==> src/rtl/cycle_sequencer_if.sv <==
// Signal bundle between the cycle sequencer and its driver: control inputs
// plus the timing and instruction-decode outputs the microcode blocks consume.
interface cycle_sequencer_if #(
  parameter int COUNT_WIDTH = 8
);
  logic                   i_Stall;
  logic [7:0]             i_Data_Bus;
  logic                   i_Reset_Cycle;
  logic [3:0]             o_Cycle_Step;
  logic [COUNT_WIDTH-1:0] o_Cycle_Count;
  logic                   o_Fetch;
  logic [7:0]             o_Opcode;
  logic                   o_Rst_Active;
  logic [2:0]             o_Rst_Vector;
  logic                   o_Overrun;

  modport master (
    output i_Stall, i_Data_Bus, i_Reset_Cycle,
    input  o_Cycle_Step, o_Cycle_Count, o_Fetch, o_Opcode,
           o_Rst_Active, o_Rst_Vector, o_Overrun
  );

  modport slave (
    input  i_Stall, i_Data_Bus, i_Reset_Cycle,
    output o_Cycle_Step, o_Cycle_Count, o_Fetch, o_Opcode,
           o_Rst_Active, o_Rst_Vector, o_Overrun
  );
endinterface

==> src/rtl/cycle_sequencer.sv <==
// T-state / M-cycle timing generator and opcode latch feeding the microcode
// blocks; returns to opcode fetch on a reset-cycle request or count overrun.
module cycle_sequencer #(
  parameter int         COUNT_WIDTH  = 8,
  parameter logic [7:0] RESET_OPCODE = 8'h00
) (
  input  logic              i_Clk,
  input  logic              i_Reset,
  cycle_sequencer_if.slave  bus
);

  typedef enum logic {PH_FETCH, PH_EXEC} phase_t;

  localparam logic [COUNT_WIDTH-1:0] COUNT_FIRST = {{(COUNT_WIDTH-1){1'b0}}, 1'b1};

  phase_t                 phase_q, phase_d;
  logic [3:0]             step_q, step_d;
  logic [COUNT_WIDTH-1:0] count_q, count_d;
  logic [7:0]             opcode_q, opcode_d;
  logic                   overrun_q, overrun_d;

  always_ff @(posedge i_Clk) begin
    if (i_Reset) begin
      phase_q   <= PH_FETCH;
      step_q    <= 4'b0001;
      count_q   <= '0;
      opcode_q  <= RESET_OPCODE;
      overrun_q <= 1'b0;
    end else begin
      phase_q   <= phase_d;
      step_q    <= step_d;
      count_q   <= count_d;
      opcode_q  <= opcode_d;
      overrun_q <= overrun_d;
    end
  end

  // Every M-cycle boundary decision happens on T4; other steps only rotate.
  always_comb begin
    phase_d   = phase_q;
    step_d    = step_q;
    count_d   = count_q;
    opcode_d  = opcode_q;
    overrun_d = overrun_q;
    if (!bus.i_Stall) begin
      step_d = {step_q[2:0], step_q[3]};
      if (step_q[3]) begin
        if (phase_q == PH_FETCH) begin
          opcode_d = bus.i_Data_Bus;
          if (!bus.i_Reset_Cycle) begin
            phase_d = PH_EXEC;
            count_d = COUNT_FIRST;
          end
        end else if (bus.i_Reset_Cycle) begin
          phase_d = PH_FETCH;
          count_d = '0;
        end else if (count_q[COUNT_WIDTH-1]) begin
          phase_d   = PH_FETCH;
          count_d   = '0;
          overrun_d = 1'b1;
        end else begin
          count_d = {count_q[COUNT_WIDTH-2:0], 1'b0};
        end
      end
    end
  end

  assign bus.o_Cycle_Step  = step_q;
  assign bus.o_Cycle_Count = count_q;
  assign bus.o_Fetch       = (phase_q == PH_FETCH);
  assign bus.o_Opcode      = opcode_q;
  assign bus.o_Overrun     = overrun_q;
  assign bus.o_Rst_Vector  = opcode_q[5:3];
  assign bus.o_Rst_Active  = (phase_q != PH_FETCH) && (opcode_q[7:6] == 2'b11)
                             && (opcode_q[2:0] == 3'b111);

endmodule

==> src/flat_wrapper.sv <==
// flat-port wrapper written by rule: the top's interface ports become plain ports
module cycle_sequencer_flat 
#(
  parameter int         COUNT_WIDTH  = 8,
  parameter logic [7:0] RESET_OPCODE = 8'h00
)
  (i_Clk, i_Reset, bus_i_Stall, bus_i_Data_Bus, bus_i_Reset_Cycle, bus_o_Cycle_Step, bus_o_Cycle_Count, bus_o_Fetch, bus_o_Opcode, bus_o_Rst_Active, bus_o_Rst_Vector, bus_o_Overrun);
  cycle_sequencer_if #(.COUNT_WIDTH(COUNT_WIDTH)) bus_i ();
  input  logic i_Clk;
  input  logic i_Reset;
  input wire logic [$bits(bus_i.i_Stall)-1:0] bus_i_Stall;
  input wire logic [$bits(bus_i.i_Data_Bus)-1:0] bus_i_Data_Bus;
  input wire logic [$bits(bus_i.i_Reset_Cycle)-1:0] bus_i_Reset_Cycle;
  output wire logic [$bits(bus_i.o_Cycle_Step)-1:0] bus_o_Cycle_Step;
  output wire logic [$bits(bus_i.o_Cycle_Count)-1:0] bus_o_Cycle_Count;
  output wire logic [$bits(bus_i.o_Fetch)-1:0] bus_o_Fetch;
  output wire logic [$bits(bus_i.o_Opcode)-1:0] bus_o_Opcode;
  output wire logic [$bits(bus_i.o_Rst_Active)-1:0] bus_o_Rst_Active;
  output wire logic [$bits(bus_i.o_Rst_Vector)-1:0] bus_o_Rst_Vector;
  output wire logic [$bits(bus_i.o_Overrun)-1:0] bus_o_Overrun;
  assign bus_i.i_Stall = bus_i_Stall;
  assign bus_i.i_Data_Bus = bus_i_Data_Bus;
  assign bus_i.i_Reset_Cycle = bus_i_Reset_Cycle;
  assign bus_o_Cycle_Step = bus_i.o_Cycle_Step;
  assign bus_o_Cycle_Count = bus_i.o_Cycle_Count;
  assign bus_o_Fetch = bus_i.o_Fetch;
  assign bus_o_Opcode = bus_i.o_Opcode;
  assign bus_o_Rst_Active = bus_i.o_Rst_Active;
  assign bus_o_Rst_Vector = bus_i.o_Rst_Vector;
  assign bus_o_Overrun = bus_i.o_Overrun;
  cycle_sequencer #(.COUNT_WIDTH(COUNT_WIDTH), .RESET_OPCODE(RESET_OPCODE)) u_core (.i_Clk(i_Clk), .i_Reset(i_Reset), .bus(bus_i));
endmodule
==> config.mk <==
export PLATFORM = sky130hd
export DESIGN_NAME = cycle_sequencer_flat
export DESIGN_NICKNAME = d
export VERILOG_FILES = /design/src/rtl/cycle_sequencer_if.sv /design/src/rtl/cycle_sequencer.sv /design/src/flat_wrapper.sv
export SDC_FILE = /design/constraint.sdc
export NUM_CORES = 1
export LEC_CHECK = 0
export ABC_AREA = 1
export CORE_UTILIZATION = 44
export CTS_CLUSTER_DIAMETER = 30
export CTS_CLUSTER_SIZE = 14
export DETAILED_ROUTE_END_ITERATION = 12
export GPL_ROUTABILITY_DRIVEN = 1
export PLACE_DENSITY = 0.85
export SYNTH_ARGS = -nofsm -noshare
export SYNTH_HDL_FRONTEND = slang
export SYNTH_SLANG_ARGS = --single-unit
==> constraint.sdc <==
create_clock -name i_Clk -period 2.1 [get_ports i_Clk]
set_input_delay 0.63 -clock i_Clk [delete_from_list [all_inputs] [get_ports i_Clk]]
set_output_delay 0.63 -clock i_Clk [all_outputs]
set_load 0.05 [all_outputs]
; ---- Word-level counts from Yosys, hierarchy flattened
; Index checks and enable logic that the tools add are counted.
[classes]
n_eq_ne = 3
muxes = 8
bitwise = 3
reduce_logical = 6
[ops]
columns = op, count
row1 = $mux 8, 4
row2 = $reduce_and 3->1, 2
row3 = $reduce_and 5->1, 1
row4 = $mux 1, 4
row5 = $eq 3x3->1 const B, 1
row6 = $not 1->1, 3
row7 = $eq 2x2->1 const B, 1
row8 = $logic_and 1x1->1, 2
row9 = $ne 2x1->1 const B, 1
row10 = $reduce_and 2->1, 1
[word_totals]
ff_bits = 22
elab_cells = 25

; ---- Depth between registers and ports, before layout
[logic_depth]
word_depth = 3
depth_mapped = 7
mapped_depth_nobuf = 7

; ---- Least setup slack after synthesis
; Ideal clock, no wire load.
[synth_timing]
kind = register to output
from = register u_core.opcode_q[6] (netlist: u_core.bus.o_Opcode[6])
to = output bus_o_Rst_Active
arrival_ns = 1.444
path_slack_ns = 0.026
path_stages_with_launch = 3
n_path_buf = 0
cell_sequence = dfxtp_1 > nand3_1 > nor2_1
[synth_between]
elab_chain_cells = 3
[synth_rtl]
columns = element, line
row1 = "start, declared", cycle_sequencer.sv:19  ; logic [7:0] opcode_q, opcode_d;
row2 = "start signal, assigned", cycle_sequencer.sv:33  ; opcode_q <= opcode_d;
row3 = $eq 2x2->1, cycle_sequencer.sv:74  ; assign bus.o_Rst_Active = (phase_q != PH_FETCH) && (opcode_q[7:6] == 2'b11)
row4 = $logic_and 1x1->1, cycle_sequencer.sv:74
row5 = $logic_and 1x1->1, cycle_sequencer.sv:75  ; && (opcode_q[2:0] == 3'b111);
row6 = "end, declared", flat_wrapper.sv:18  ; output wire logic [$bits(bus_i.o_Rst_Active)-1:0] bus_o_Rst_Active;
; No other way between the ends.

; ---- Worst setup path after layout
[layout_timing]
from = register u_core.phase_q
to = output bus_o_Rst_Active
[layout_between]
elab_chain_cells = 2
[layout_rtl]
columns = element, line
row1 = "start, declared", cycle_sequencer.sv:16  ; phase_t phase_q, phase_d;
row2 = "start signal, assigned", cycle_sequencer.sv:30  ; phase_q <= phase_d;
row3 = $logic_and 1x1->1, cycle_sequencer.sv:74
row4 = $logic_and 1x1->1, cycle_sequencer.sv:75
; No other way between the ends.

==> results.yml <==
clocking:
  insertion_delay_ns: 0.30
  cts_tree: "built"
  root_buffer: "clkbuf_4"
  clkSinkCount: 22
  clk_pin_slew_worst_paths_ns: 0.11
  cts_setup_buffers: 0
  htreeDepth: 1
  numCtsBuffers: 3
  clock_path_buffers: 2
floorplan:
  core_area_mm2: 0.00198
  die_h_um: 48.0
  die_w_um: 48.0
  rows: 16
  pin_count: 38
  dieArea_mm2: 0.00231
  start_util: 0.470
setup_path:
  critical_path.endpoint_type: "output pin"
  worst_path_largest_cell_delay_ns: 0.48
  crit_slowest_cell: "dfxtp_1"
  worst-path-max-fanout: 5
  required_ns: 1.47
  worstPathArrival_ns: 1.26
  path_cells: "nand3_1 -> nor2_1 -> buf_12"
  worstSetupPathType: "flip-flop to output pin"
  cp-start-kind: "flip-flop"
timing:
  hold_violations: 0
  max_freq_mhz: 530
  tns_ns: 0
  setup_violations: 0
  finalCritPeriodShare: 0.898
  slew_viol_final: 0
  hold-worst-slack_ns: 0.456
  fin_skew_ns: 0.00590
  worst_slack_ns: 0.214
  max_slew_margin: 0.679
  period_needed_ns: 1.89
  worst_pin_slew_ns: 0.483
  rsz0062_at_grt: "no"
synth:
  synth.net_count: 119
  synth_cell_type_count: 19
  yosys_register_bits: 22
  synthCells: 107
  syn_area_um2: 932
  ys_warn_count: 0
  yosysSeqAreaShare: 0.472
  syn_avg_cell_area_um2: 8.71
outcome:
  status: "finished, final reports clean"
pwr:
  clockPowerShare: 0.271
  power_density_mw_per_mm2: 638
  peakVddDrop_uv: 449
  swShare: 0.289
  seqPwrFrac: 0.531
  p_comb_frac: 0.198
  power.leakage_nw: 0.533
  power.internal_uw: 594
  p_switching_uw: 242
place:
  place_ws_ns: 0.201
  hpwl_mm: 1.54
  place.gp.congestion: 0.836
  dpl.cell_count: 167
  io_buffers: 37
grt:
  gr-usage-all-layers: 0.191
  grt_pass1_vias: 733
  grt-ovfl-total: 0
  antenna_found_initial: 0
  grt_start_max_net_pins: 13
  grt_pass1_wl_mm: 2.99
final_layout:
  drive_gt1_frac: 0.285
  area_growth_pct: 40.7
  fillerInstances: 178
  final_cells: 171
  final_util: 0.662
  fin_nets: 157
  diodes: 0
route:
  wl_per_cell_um: 11.6
  drt_iter0_drc: 10
  wl_mm: 1.98
  via_count: 829
  dr.pass1.iters: 4
  vias_per_cell: 4.85
  drc_errors: 0
  antenna_left: 0
flow_run:
  drv_cap: 0
worst_hold_path:
  hp-class: "flip-flop to flip-flop"
## critical path, delay by kind of cell, from the launching register on
| kind | cells | cell delay [ns] |
|---|---|---|
| flops | 1 | 0.48 |
| simple gates | 2 | 0.31 |
| buf+inv | 1 | 0.17 |
## area by class of cell
| type | count | area (um2) | area share |
|---|---|---|---|
| flip-flops and latches | 22 | 440 | 0.336 |
| multi-input cells | 73 | 412 | 0.314 |
| repair buffers | 38 | 340 | 0.260 |
| inverters | 7 | 48.8 | 0.0372 |
| clock buffers | 4 | 36.3 | 0.0277 |
| well taps | 27 | 33.8 | 0.0258 |
## synthesized netlist by cell type (all sizes together)
| library cell | count | area (um2) |
|---|---|---|
| nand3 | 12 | 60.1 |
| nand2 | 16 | 119 |
| buf | 3 | 22.5 |
| dfxtp | 22 | 440 |
| clkinv | 1 | 16.3 |
| inv | 6 | 32.5 |
| clkbuf | 2 | 8.75 |
| a21oi | 11 | 58.8 |
| o21ai | 11 | 55.1 |
| nor2 | 23 | 119 |
## power groups by stage
stage          Sequential (mW)  Clock, mW  Combinational [mW]
6_report                 0.444      0.226               0.165
4_1_cts                  0.445      0.238               0.166
2_1_floorplan            0.500          0              0.0634
3_3_place_gp             0.453          0               0.165
5_1_grt                  0.446      0.247               0.177
3_5_place_dp             0.454          0               0.167
## metrics by stage
step / cell area [um2] / power, mW
2_1_floorplan: 932 / 0.563
3_3_place_gp: 1280 / 0.618
3_5_place_dp: 1280 / 0.621
4_1_cts: 1310 / 0.849
5_1_grt: 1310 / 0.870
6_report: 1310 / 0.836
## cell usage in the layout (no fill, tap or decap), types with 2 or more instances in the layout
cell type / Yosys / final
clkdlybuf4s50_1: 0 / 11
buf_12: 0 / 2
clkbuf_4: 0 / 3
nand2_1: 11 / 11
nand2_8: 3 / 3
o21ai_0: 11 / 11
nand3_1: 12 / 12
a21oi_1: 10 / 10
nor2_8: 2 / 2
dlygate4sd2_1: 0 / 2
dfxtp_1: 22 / 22
nor2_1: 21 / 21
buf_4: 3 / 23
inv_1: 3 / 3
## registers in the layout (all words and copies together), names as in the netlist
register and flops:
u_core.bus.o_Opcode 8, u_core.bus.o_Cycle_Step 4, u_core.phase_q 1, u_core.bus.o_Cycle_Count 8, u_core.bus.o_Overrun 1
## cells by family (layout without fill, tap and decap cells)
logic type / after synthesis / in the layout / synth area share
AOI/OAI and AO/OA: 22 / 22 / 0.122
DFF: 22 / 22 / 0.472
buffers and inverters: 12 / 49 / 0.0859
and+or+nand+nor: 51 / 51 / 0.319
## per-layer routing
metal,track usage,up-vias,routed length (um)
met4,0.0833,0,10
met5,0,-,0
met1,0.204,370,805
met3,0.0528,2,169
li1,-,422,-
met2,0.346,35,995
## path summary, 6_finish.rpt
path | cells past startpoint | startpoint | endpoint | slack (ns)
worst min register to register | 2 | u_core.bus.o_Overrun$_SDFFE_PP0P_ | u_core.bus.o_Overrun$_SDFFE_PP0P_ | 0.46
worst max register to register | 5 | u_core.bus.o_Cycle_Step[3]$_SDFFE_PP0N_ | u_core.bus.o_Opcode[7]$_SDFFE_PP0P_ | 1.04
worst max-delay path | 3 | u_core.phase_q$_SDFFE_PP0P_ | bus_o_Rst_Active | 0.21
worst min-delay path | 2 | u_core.bus.o_Overrun$_SDFFE_PP0P_ | u_core.bus.o_Overrun$_SDFFE_PP0P_ | 0.46
## timing repair
item / CTS / global route
endpoints found under the setup margin: 2 / 0
gates resized for setup: 2 / 0
hold buffers: 0 / 0
Note: power is estimated with default switching activity, not from simulation.
